--- src/rtl/spi_cmd_pkg.sv ---
// Shared constants and types for the SPI command master: protocol opcodes, frame size, FSM states.
// Latency: none, definitions only.
// Backpressure: none, definitions only.
`timescale 1ns/1ps
package spi_cmd_pkg;

    // Command opcodes understood by the SB_SPI-based slave
    localparam logic [7:0] OP_NOP         = 8'h00;
    localparam logic [7:0] OP_INIT        = 8'h01;
    localparam logic [7:0] OP_WR_INVERTED = 8'h02;
    localparam logic [7:0] OP_WR_LEDS     = 8'h04;
    localparam logic [7:0] OP_WR_VEC      = 8'h06;
    localparam logic [7:0] OP_RD_VEC      = 8'h07;

    // Single byte the slave expects as its initialisation handshake
    localparam logic [7:0] INIT_BYTE      = 8'h11;

    localparam int FRAME_BYTES = 8;
    localparam int FRAME_BITS  = FRAME_BYTES * 8;

    typedef enum logic [2:0] {
        ST_IDLE,
        ST_SETUP,
        ST_SHIFT,
        ST_GAP,
        ST_HOLD,
        ST_DONE
    } state_t;

endpackage

--- src/rtl/spi_bit_timer.sv ---
// SCK half-period prescaler: pulses tick on the last CLK of every CLK_DIV-cycle half period.
// Latency: first tick CLK_DIV cycles after en rises; counter restarts from zero whenever en is low.
// Backpressure: none, free-running while enabled.
`timescale 1ns/1ps
module spi_bit_timer #(
    parameter int CLK_DIV = 4
) (
    input  logic CLK,
    input  logic RST_N,
    input  logic en,
    output logic tick
);

    localparam logic [7:0] DIV_LAST = 8'(CLK_DIV - 1);

    logic [7:0] div_q;

    assign tick = en && (div_q == DIV_LAST);

    // Count CLK cycles within a half period; cleared outside the shift phase so every byte starts aligned
    always_ff @(posedge CLK or negedge RST_N) begin
        if (!RST_N) begin
            div_q <= '0;
        end else if (!en || tick) begin
            div_q <= '0;
        end else begin
            div_q <= div_q + 8'd1;
        end
    end

endmodule

--- src/rtl/spi_cmd_master.sv ---
// Mode-0 LSB-first SPI master sending 8-byte command frames and capturing the 8 reply bytes.
// Latency: 2*CS_SETUP + 128*CLK_DIV + 7*BYTE_GAP + 1 CLK from accept to the rsp_valid pulse.
// Backpressure: cmd_ready only in IDLE; one frame in flight; cmd_* ignored while busy.
// Optional: SPI_CMD_MASTER_AUTO_INIT_EN sends a 1-byte 0x11 INIT frame after reset, with no rsp_valid.
`timescale 1ns/1ps
module spi_cmd_master #(
    parameter int CLK_DIV  = 4,
    parameter int BYTE_GAP = 64,
    parameter int CS_SETUP = 4
) (
    input  logic        CLK,
    input  logic        RST_N,
    input  logic        cmd_valid,
    output logic        cmd_ready,
    input  logic [7:0]  cmd_opcode,
    input  logic [55:0] cmd_payload,
    output logic        rsp_valid,
    output logic [63:0] rsp_data,
    output logic        busy,
    output logic        SPI_SCK,
    output logic        SPI_SS,
    output logic        SPI_MOSI,
    input  logic        SPI_MISO
);

    import spi_cmd_pkg::*;

    localparam logic [7:0] SETUP_LAST = 8'(CS_SETUP - 1);
    localparam logic [7:0] GAP_LAST   = 8'(BYTE_GAP - 1);
    localparam logic [2:0] LAST_BYTE  = 3'(FRAME_BYTES - 1);
`ifdef SPI_CMD_MASTER_AUTO_INIT_EN
    localparam logic       RDY_RST    = 1'b0;
`else
    localparam logic       RDY_RST    = 1'b1;
`endif

    state_t      state_q, state_d;
    logic [7:0]  cnt_q, cnt_d;
    logic        ph_q, ph_d;
    logic [2:0]  bit_q, bit_d;
    logic [2:0]  byte_q, byte_d;
    logic [2:0]  last_byte;
    logic [63:0] tx_q, tx_d;
    logic [63:0] rx_q, rx_d;
    logic        miso_s1, miso_s2;
    logic        tick;
    logic        shift_en;
    logic        ss_d, sck_d, mosi_d, busy_d, rdy_d, vld_d;
`ifdef SPI_CMD_MASTER_AUTO_INIT_EN
    logic        init_pend_q, init_pend_d;
    logic        auto_q, auto_d;
`endif

    assign shift_en = (state_q == ST_SHIFT);

    spi_bit_timer #(
        .CLK_DIV (CLK_DIV)
    ) u_bit_timer (
        .CLK   (CLK),
        .RST_N (RST_N),
        .en    (shift_en),
        .tick  (tick)
    );

    // Two-flop synchroniser for the slave's data line
    always_ff @(posedge CLK or negedge RST_N) begin
        if (!RST_N) begin
            miso_s1 <= 1'b0;
            miso_s2 <= 1'b0;
        end else begin
            miso_s1 <= SPI_MISO;
            miso_s2 <= miso_s1;
        end
    end

    // Next-state, counters and shift registers; ph_q is the SCK phase (0 = low half, 1 = high half)
    always_comb begin
        state_d   = state_q;
        cnt_d     = cnt_q;
        ph_d      = ph_q;
        bit_d     = bit_q;
        byte_d    = byte_q;
        tx_d      = tx_q;
        rx_d      = rx_q;
        last_byte = LAST_BYTE;
`ifdef SPI_CMD_MASTER_AUTO_INIT_EN
        init_pend_d = init_pend_q;
        auto_d      = auto_q;
        if (auto_q) last_byte = 3'd0;
`endif
        unique case (state_q)
            ST_IDLE: begin
                cnt_d  = '0;
                ph_d   = 1'b0;
                bit_d  = '0;
                byte_d = '0;
`ifdef SPI_CMD_MASTER_AUTO_INIT_EN
                if (init_pend_q) begin
                    tx_d        = {56'h0, INIT_BYTE};
                    auto_d      = 1'b1;
                    init_pend_d = 1'b0;
                    state_d     = ST_SETUP;
                end else
`endif
                if (cmd_valid && cmd_ready) begin
                    tx_d    = {cmd_payload, cmd_opcode};
`ifdef SPI_CMD_MASTER_AUTO_INIT_EN
                    auto_d  = 1'b0;
`endif
                    state_d = ST_SETUP;
                end
            end
            ST_SETUP: begin
                if (cnt_q == SETUP_LAST) begin
                    cnt_d   = '0;
                    state_d = ST_SHIFT;
                end else begin
                    cnt_d = cnt_q + 8'd1;
                end
            end
            ST_SHIFT: begin
                if (tick) begin
                    ph_d = ~ph_q;
                    // End of the high half: capture MISO and advance to the next bit
                    if (ph_q) begin
                        rx_d  = {miso_s2, rx_q[63:1]};
                        tx_d  = {1'b0, tx_q[63:1]};
                        bit_d = bit_q + 3'd1;
                        if (bit_q == 3'd7) begin
                            byte_d  = byte_q + 3'd1;
                            state_d = (byte_q == last_byte) ? ST_HOLD : ST_GAP;
                        end
                    end
                end
            end
            ST_GAP: begin
                if (cnt_q == GAP_LAST) begin
                    cnt_d   = '0;
                    state_d = ST_SHIFT;
                end else begin
                    cnt_d = cnt_q + 8'd1;
                end
            end
            ST_HOLD: begin
                if (cnt_q == SETUP_LAST) begin
                    cnt_d   = '0;
`ifdef SPI_CMD_MASTER_AUTO_INIT_EN
                    // The INIT frame is internal: no response is reported
                    state_d = auto_q ? ST_IDLE : ST_DONE;
`else
                    state_d = ST_DONE;
`endif
                end else begin
                    cnt_d = cnt_q + 8'd1;
                end
            end
            ST_DONE: begin
                state_d = ST_IDLE;
            end
            default: begin
                state_d = ST_IDLE;
            end
        endcase
    end

    // Outputs are registered from the next state so pins change glitch-free, aligned with the state
    assign ss_d   = !(state_d inside {ST_SETUP, ST_SHIFT, ST_GAP, ST_HOLD});
    assign sck_d  = (state_d == ST_SHIFT) && ph_d;
    assign mosi_d = (state_d == ST_SHIFT) && tx_d[0];
    assign busy_d = (state_d != ST_IDLE);
    assign vld_d  = (state_d == ST_DONE);
`ifdef SPI_CMD_MASTER_AUTO_INIT_EN
    assign rdy_d  = (state_d == ST_IDLE) && !init_pend_d;
`else
    assign rdy_d  = (state_d == ST_IDLE);
`endif

    // State, datapath and output registers
    always_ff @(posedge CLK or negedge RST_N) begin
        if (!RST_N) begin
            state_q   <= ST_IDLE;
            cnt_q     <= '0;
            ph_q      <= 1'b0;
            bit_q     <= '0;
            byte_q    <= '0;
            tx_q      <= '0;
            rx_q      <= '0;
            rsp_valid <= 1'b0;
            rsp_data  <= '0;
            busy      <= 1'b0;
            cmd_ready <= RDY_RST;
            SPI_SS    <= 1'b1;
            SPI_SCK   <= 1'b0;
            SPI_MOSI  <= 1'b0;
`ifdef SPI_CMD_MASTER_AUTO_INIT_EN
            init_pend_q <= 1'b1;
            auto_q      <= 1'b0;
`endif
        end else begin
            state_q   <= state_d;
            cnt_q     <= cnt_d;
            ph_q      <= ph_d;
            bit_q     <= bit_d;
            byte_q    <= byte_d;
            tx_q      <= tx_d;
            rx_q      <= rx_d;
            rsp_valid <= vld_d;
            busy      <= busy_d;
            cmd_ready <= rdy_d;
            SPI_SS    <= ss_d;
            SPI_SCK   <= sck_d;
            SPI_MOSI  <= mosi_d;
            if (state_d == ST_DONE) begin
                rsp_data <= rx_q;
            end
`ifdef SPI_CMD_MASTER_AUTO_INIT_EN
            init_pend_q <= init_pend_d;
            auto_q      <= auto_d;
`endif
        end
    end

endmodule

--- config.mk ---
export PLATFORM = sky130hd
export DESIGN_NAME = spi_cmd_master
export DESIGN_NICKNAME = d
export VERILOG_FILES = /design/src/rtl/spi_cmd_pkg.sv /design/src/rtl/spi_bit_timer.sv /design/src/rtl/spi_cmd_master.sv
export SDC_FILE = /design/constraint.sdc
export NUM_CORES = 1
export LEC_CHECK = 0
export ABC_AREA = 1
export CAP_MARGIN = 25
export CORE_UTILIZATION = 58
export DETAILED_ROUTE_END_ITERATION = 7
export PLACE_DENSITY = 0.87
export SLEW_MARGIN = 40
export SYNTH_ARGS = -nofsm -noshare
export SYNTH_HDL_FRONTEND = slang
export SYNTH_HIERARCHICAL = 1
export SYNTH_SLANG_ARGS = --single-unit
--- constraint.sdc ---
create_clock -name CLK -period 4.53 [get_ports CLK]
set_clock_uncertainty 0.2 [all_clocks]
set_input_delay 1.359 -clock CLK [delete_from_list [all_inputs] [get_ports CLK]]
set_output_delay 1.359 -clock CLK [all_outputs]
set_load 0.01 [all_outputs]
After elaboration in Yosys (flattened, before gate mapping)
Cells that the tools add are included.
{ "word_totals": {"word_cells": 85, "out_inout_bits": 70, "register_bits": 226} }
{ "op_classes": {"muxes": 26, "eq_ne": 18, "reduce_logical": 18, "add_sub_neg": 4, "n_bitwise": 1} }
{ "op_table": {"columns": ["operator", "n"], "rows": [
  ["$mux W64", 3],
  ["$pmux W64 S2", 1],
  ["$mux W3", 13],
  ["$mux W8", 3],
  ["$pmux W8 S3", 1],
  ["$add A8 B1 Y8 const B", 2],
  ["$eq A8 B2 Y1 const B", 2],
  ["$eq A3 B3 Y1 const B", 5],
  ["$pmux W3 S5", 1],
  ["$eq A3 B2 Y1 const B", 4],
  ["$pmux W3 S2", 2],
  ["$eq A8 B6 Y1 const B", 1],
  ["$ne A2 B2 Y1 const B", 4],
  ["$reduce_and A4 Y1", 2],
  ["$add A3 B1 Y3 const B", 2],
  ["$eq A3 B1 Y1 const B", 2],
  ["$logic_not A3 Y1", 2],
  ["$reduce_and A3 Y1", 2],
  ["$reduce_bool A3 Y1", 2],
  ["$logic_and A1 B1 Y1", 4],
  ["$reduce_bool A4 Y1", 1],
  ["$logic_not A1 Y1", 2],
  ["$pmux W1 S2", 1],
  ["$reduce_bool A2 Y1", 1],
  ["4 further kinds", 4]
]} }

Logic depth before layout (Yosys ltp)
{ "depth": {"ltp_word": 9, "mapped_depth": 14} }

By module
Netlist, hierarchy kept.
{ "modules_own_cells": {"columns": ["module", "area_per_inst_um2", "cells_each", "n_inst"], "rows": [
  ["spi_cmd_master", 8817.2, 929, 1],
  ["spi_bit_timer", 425.4, 56, 1]
]} }

Worst setup path before layout
OpenSTA, ideal clock, no wires.
{ "synth_path": {"kind": "input-to-reg", "from": "in cmd_valid", "to": "reg tx_q[47]", "path_buffers": 2, "path_slack_ns": 2.160, "cell_stages": 6, "arrival_time_ns": 2.046, "setup_ns": 0.124, "path_cell_list": "nand4_1 inv_1 buf_4 buf_2 a22oi_1 nand2_1"} }
{ "synth_via": {"elab_chain_len": 3} }
{ "synth_lines": {"columns": ["element", "line", "text"], "rows": [
  ["from (decl)", "spi_cmd_master.sv:13", "input logic cmd_valid,"],
  ["$logic_and A1 B1 Y1", "spi_cmd_master.sv:105", "if (cmd_valid && cmd_ready) begin"],
  ["$ne A2 B2 Y1 (no source line)", null, null],
  ["$reduce_and A4 Y1 (no source line)", null, null],
  ["to (signal assigned)", "spi_cmd_master.sv:205", "tx_q <= tx_d;"],
  ["to (decl)", "spi_cmd_master.sv:43", "logic [63:0] tx_q, tx_d;"]
]} }
Every way passes these cells.
A chain may end at the register's enable or synchronous reset.

Worst setup path after layout
{ "layout_path": {"from": "reg cmd_ready", "to": "out cmd_ready"} }
{ "layout_lines": {"columns": ["element", "line", "text"], "rows": [
  ["from (decl)", "spi_cmd_master.sv:14", "output logic cmd_ready,"],
  ["from (signal assigned)", "spi_cmd_master.sv:209", "cmd_ready <= rdy_d;"]
]} }
No word-level cell between the ends.

==> results.md <==
* CTS tree: built
* Die Wd at 128.2 µm
* Worst Tran Pin Value at 682.3 ps
* RD Place Congestion at 0.8309
* Post-DP HPWL at 11.31 mm
* Slew HR at 54.51%
* Pin count of the biggest net entering global routing at 129
* Post-Synthesis Cell Area at 0.009243 mm²
* Finish-stage setup viols at 0
* Clk buf depth at 3
* Compound-Gate Fraction of Synth Area at 13.60%
* Wirelength per Cell at 13.75 µm
* Max Clk Rate at 0.3221 GHz
* # clock sinks at 226
* Total power at 3.903 mW
* Multiplexer area fraction after synthesis at 0%
* Share of layout cells above drive strength 1 at 5.898%
* Worst min-delay path category: reg2reg
* Core area at 0.01537 mm²
* Detail Route Antenna Nets at 0
* Worst hold endpoint: miso_s2$_DFF_PN0_
* RR Startpoint: state_q[1]$_DFF_PN0_
* Clock power share at 45.4%
* Cell count after synthesis at 985
* Vias in the first global route at 6772
* GR Overflow Total at 0
* Final Hold Slack at 153.4 ps
* Initial antenna violation count at 0
* Top area cells in the synthesized netlist: dfrtp_1 61%, nand2_1 13%, a22oi_1 5.0%
* Unrepaired setup endpoints after global routing: no
* Hold Crit Depth at 0
* Clock slew at reported path FFs at 60 ps
* Area share of fa/ha/maj cells after synthesis at 0.9476%
* Reg2reg setup slack at 1640 ps
* Grt met1 use at 32.76%
* Critical Path Sink Type: primary output
* First-pass GRT wire length at 31.32 mm
* Pleak at 5.399 nW
* Critical path class: reg2out
* VDD IR-drop max at 0.2163 mV
* Hold_buf cts at 0
* Crit path DAT at 1550 ps
* Finished Cell Area at 0.01147 mm²
* Fin. max-slew vios at 0
* Worst Path Max Fanout at 2
* Later-pin clock latency in the skew report at 480 ps
* Yosys top cell area share at 60.65%
* Max-Cap Viols at 0
* Post-synthesis sequential area ratio at 61.22%
* # DRC at 0
* Startpoint class of the critical path: flop
* Seq pwr share at 51.8%
* Post-Synth Simple-Gate Area at 16.69%
* Synth area leader: dfrtp_1
* Combinational share of power at 2.8%
* Switching power at 0.7576 mW
* Root Driver: clkbuf_16
* Net Count, Synth at 1060
* Top_reg_cell synth: dfrtp_1
* Main combinational cell family by area after synthesis: simple AND/OR/NAND/NOR gates
* Dpl ws at 1080 ps
* Post_cts resized at 0
* Post-Layout Cell Count at 1330
* Fraction of registers with async set or reset after synthesis at 100.0%
* Final worst-path cycle share at 68.53%
* Nets at 1181
* Post-synth top cells: 312 x nand2_1, 224 x dfrtp_1, 99 x inv_1, 88 x o21ai_0, 62 x a22oi_1
* Ant diodes at 0
* XOR/XNOR Fraction of Synth Area at 0.3790%
* CP max-delay cell: dfstp_2
* Reg2reg path depth at 13
* Synth Register Bits at 226
* Vias/cell at 5.268
* Internal at 3.145 mW
* Gr usage total at 23.30%
* Finished Core Util at 74.63%
* Max stage delay on crit path at 540 ps
* GR met3 Demand/Resource at 3.881%
* Synth cell types at 31
* Placed Cells at 1291
* Via count at 7006
* Port bufs at 137
* Warnings, synthesis at 6
* Switching part of the total at 19.41%
* WL final at 18.29 mm
* Pwr Density at 340.2 mW/mm²
* # rows at 45
* Final worst setup slack at 1426 ps
* CP top delay family: flip-flops
* Minimum clock period at 3104 ps
* Router iterations before antenna repair at 5
* Synth-to-Final Area Change at 24.11%
* Reg-to-reg endpoint: tx_q[33]$_DFFE_PN0P_
* Critical Path RT at 2970 ps
* Post-CTS Setup Bufs at 0
* Average cell area after synthesis at 9.383 µm²
* Drt initial violations at 540
* Met2 Use GR at 38.60%
* Critical path buffers and inverters at 1
* Die ar. at 0.01644 mm²
* Final Hold Fails at 0
* Count of flip-flops with a built-in enable after synthesis at 0
* Crit-path cells: clkdlybuf4s50_1
* Hold Startpoint: miso_s1$_DFF_PN0_
* Placed cell areas at 0.01072 mm²
* Inserted Clock Buffers at 22
* Most frequently used cell type in the post-synthesis netlist: nand2_1
* GR peak layer: met2
* Die height at 128.2 µm
* # H-tree levels at 1
* I/O pins at 138
* Starting Density at 60.13%
* Setup TNS at 0 ps
* Status: finished clean
## final cells by class
cell class | instances | area (µm²)
Multi-Input combinational cell | 608 | 2949
Sequential cell | 226 | 5658
Clock buffer | 34 | 666.9
Clock inverter | 3 | 43.79
Inverter | 102 | 384.1
Fill cell | 1056 | 3900
Timing Repair Buffer | 146 | 1505
Tap cell | 211 | 264.0
## routing by layer
metal  up-vias  wire [µm]
li1       3428          -
met1      3364       8144
met2       196       8916
met3        18       1036
met4         0        196
met5         -          0
## cell families after synthesis
| logic type | after synthesis |
|---|---|
| AO/OA/AOI/OAI | 212 |
| XOR/XNOR | 4 |
| adder cells (fa/ha/maj) | 7 |
| buffers and inverters | 151 |
| flip-flops | 226 |
| AND/OR/NAND/NOR | 385 |
## layout by cell type, fill, tap and decap left out, types with 4 or more instances in the layout
cell and n:
o21ai_1 47, nand3_1 22, clkbuf_1 6, buf_4 4, o211ai_1 6, nand4_1 5
a22oi_1 62, clkbuf_8 5, clkdlybuf4s50_1 136, inv_1 98, o21ai_0 88, ha_1 7
nor2_2 6, clkbuf_16 23, nor2_1 28, dfrtp_1 224, o21ai_2 4, nand2_1 312
## how the worst max path moves through the flow
| stage | start | end | slack [ps] | depth (start not counted) |
|---|---|---|---|---|
| 6_report | cmd_ready$_DFF_PN1_ | cmd_ready | 1430 | 1 |
| 3_3_place_gp | cmd_valid | tx_q[12]$_DFFE_PN0P_ | 1080 | 6 |
| 2_1_floorplan | cmd_valid | tx_q[47]$_DFFE_PN0P_ | 2160 | 6 |
| 3_5_place_dp | cmd_valid | tx_q[11]$_DFFE_PN0P_ | 1080 | 6 |
| 4_1_cts | cmd_ready$_DFF_PN1_ | cmd_ready | 1410 | 1 |
| 5_1_grt | cmd_ready$_DFF_PN1_ | cmd_ready | 1390 | 1 |
## registers in the layout (all words and copies together) (netlist names)
name / flops
rsp_data: 64
rx_q: 64
tx_q: 64
cnt_q: 8
u_bit_timer/div_q: 8
bit_q: 3
byte_q: 3
state_q: 3
SPI_MOSI: 1
SPI_SCK: 1
SPI_SS: 1
busy: 1
cmd_ready: 1
miso_s1: 1
miso_s2: 1
ph_q: 1
rsp_valid: 1
## power by group through the flow
stage	logic, mW	clock network (mW)	registers [mW]
floorplan	0.00281	0	2.06
global placement	0.108	0	2.06
detailed placement	0.108	0	2.06
CTS	0.109	1.81	2.02
global route	0.121	1.90	2.02
finish	0.109	1.77	2.02
Power figures use the tool's default switching activity.
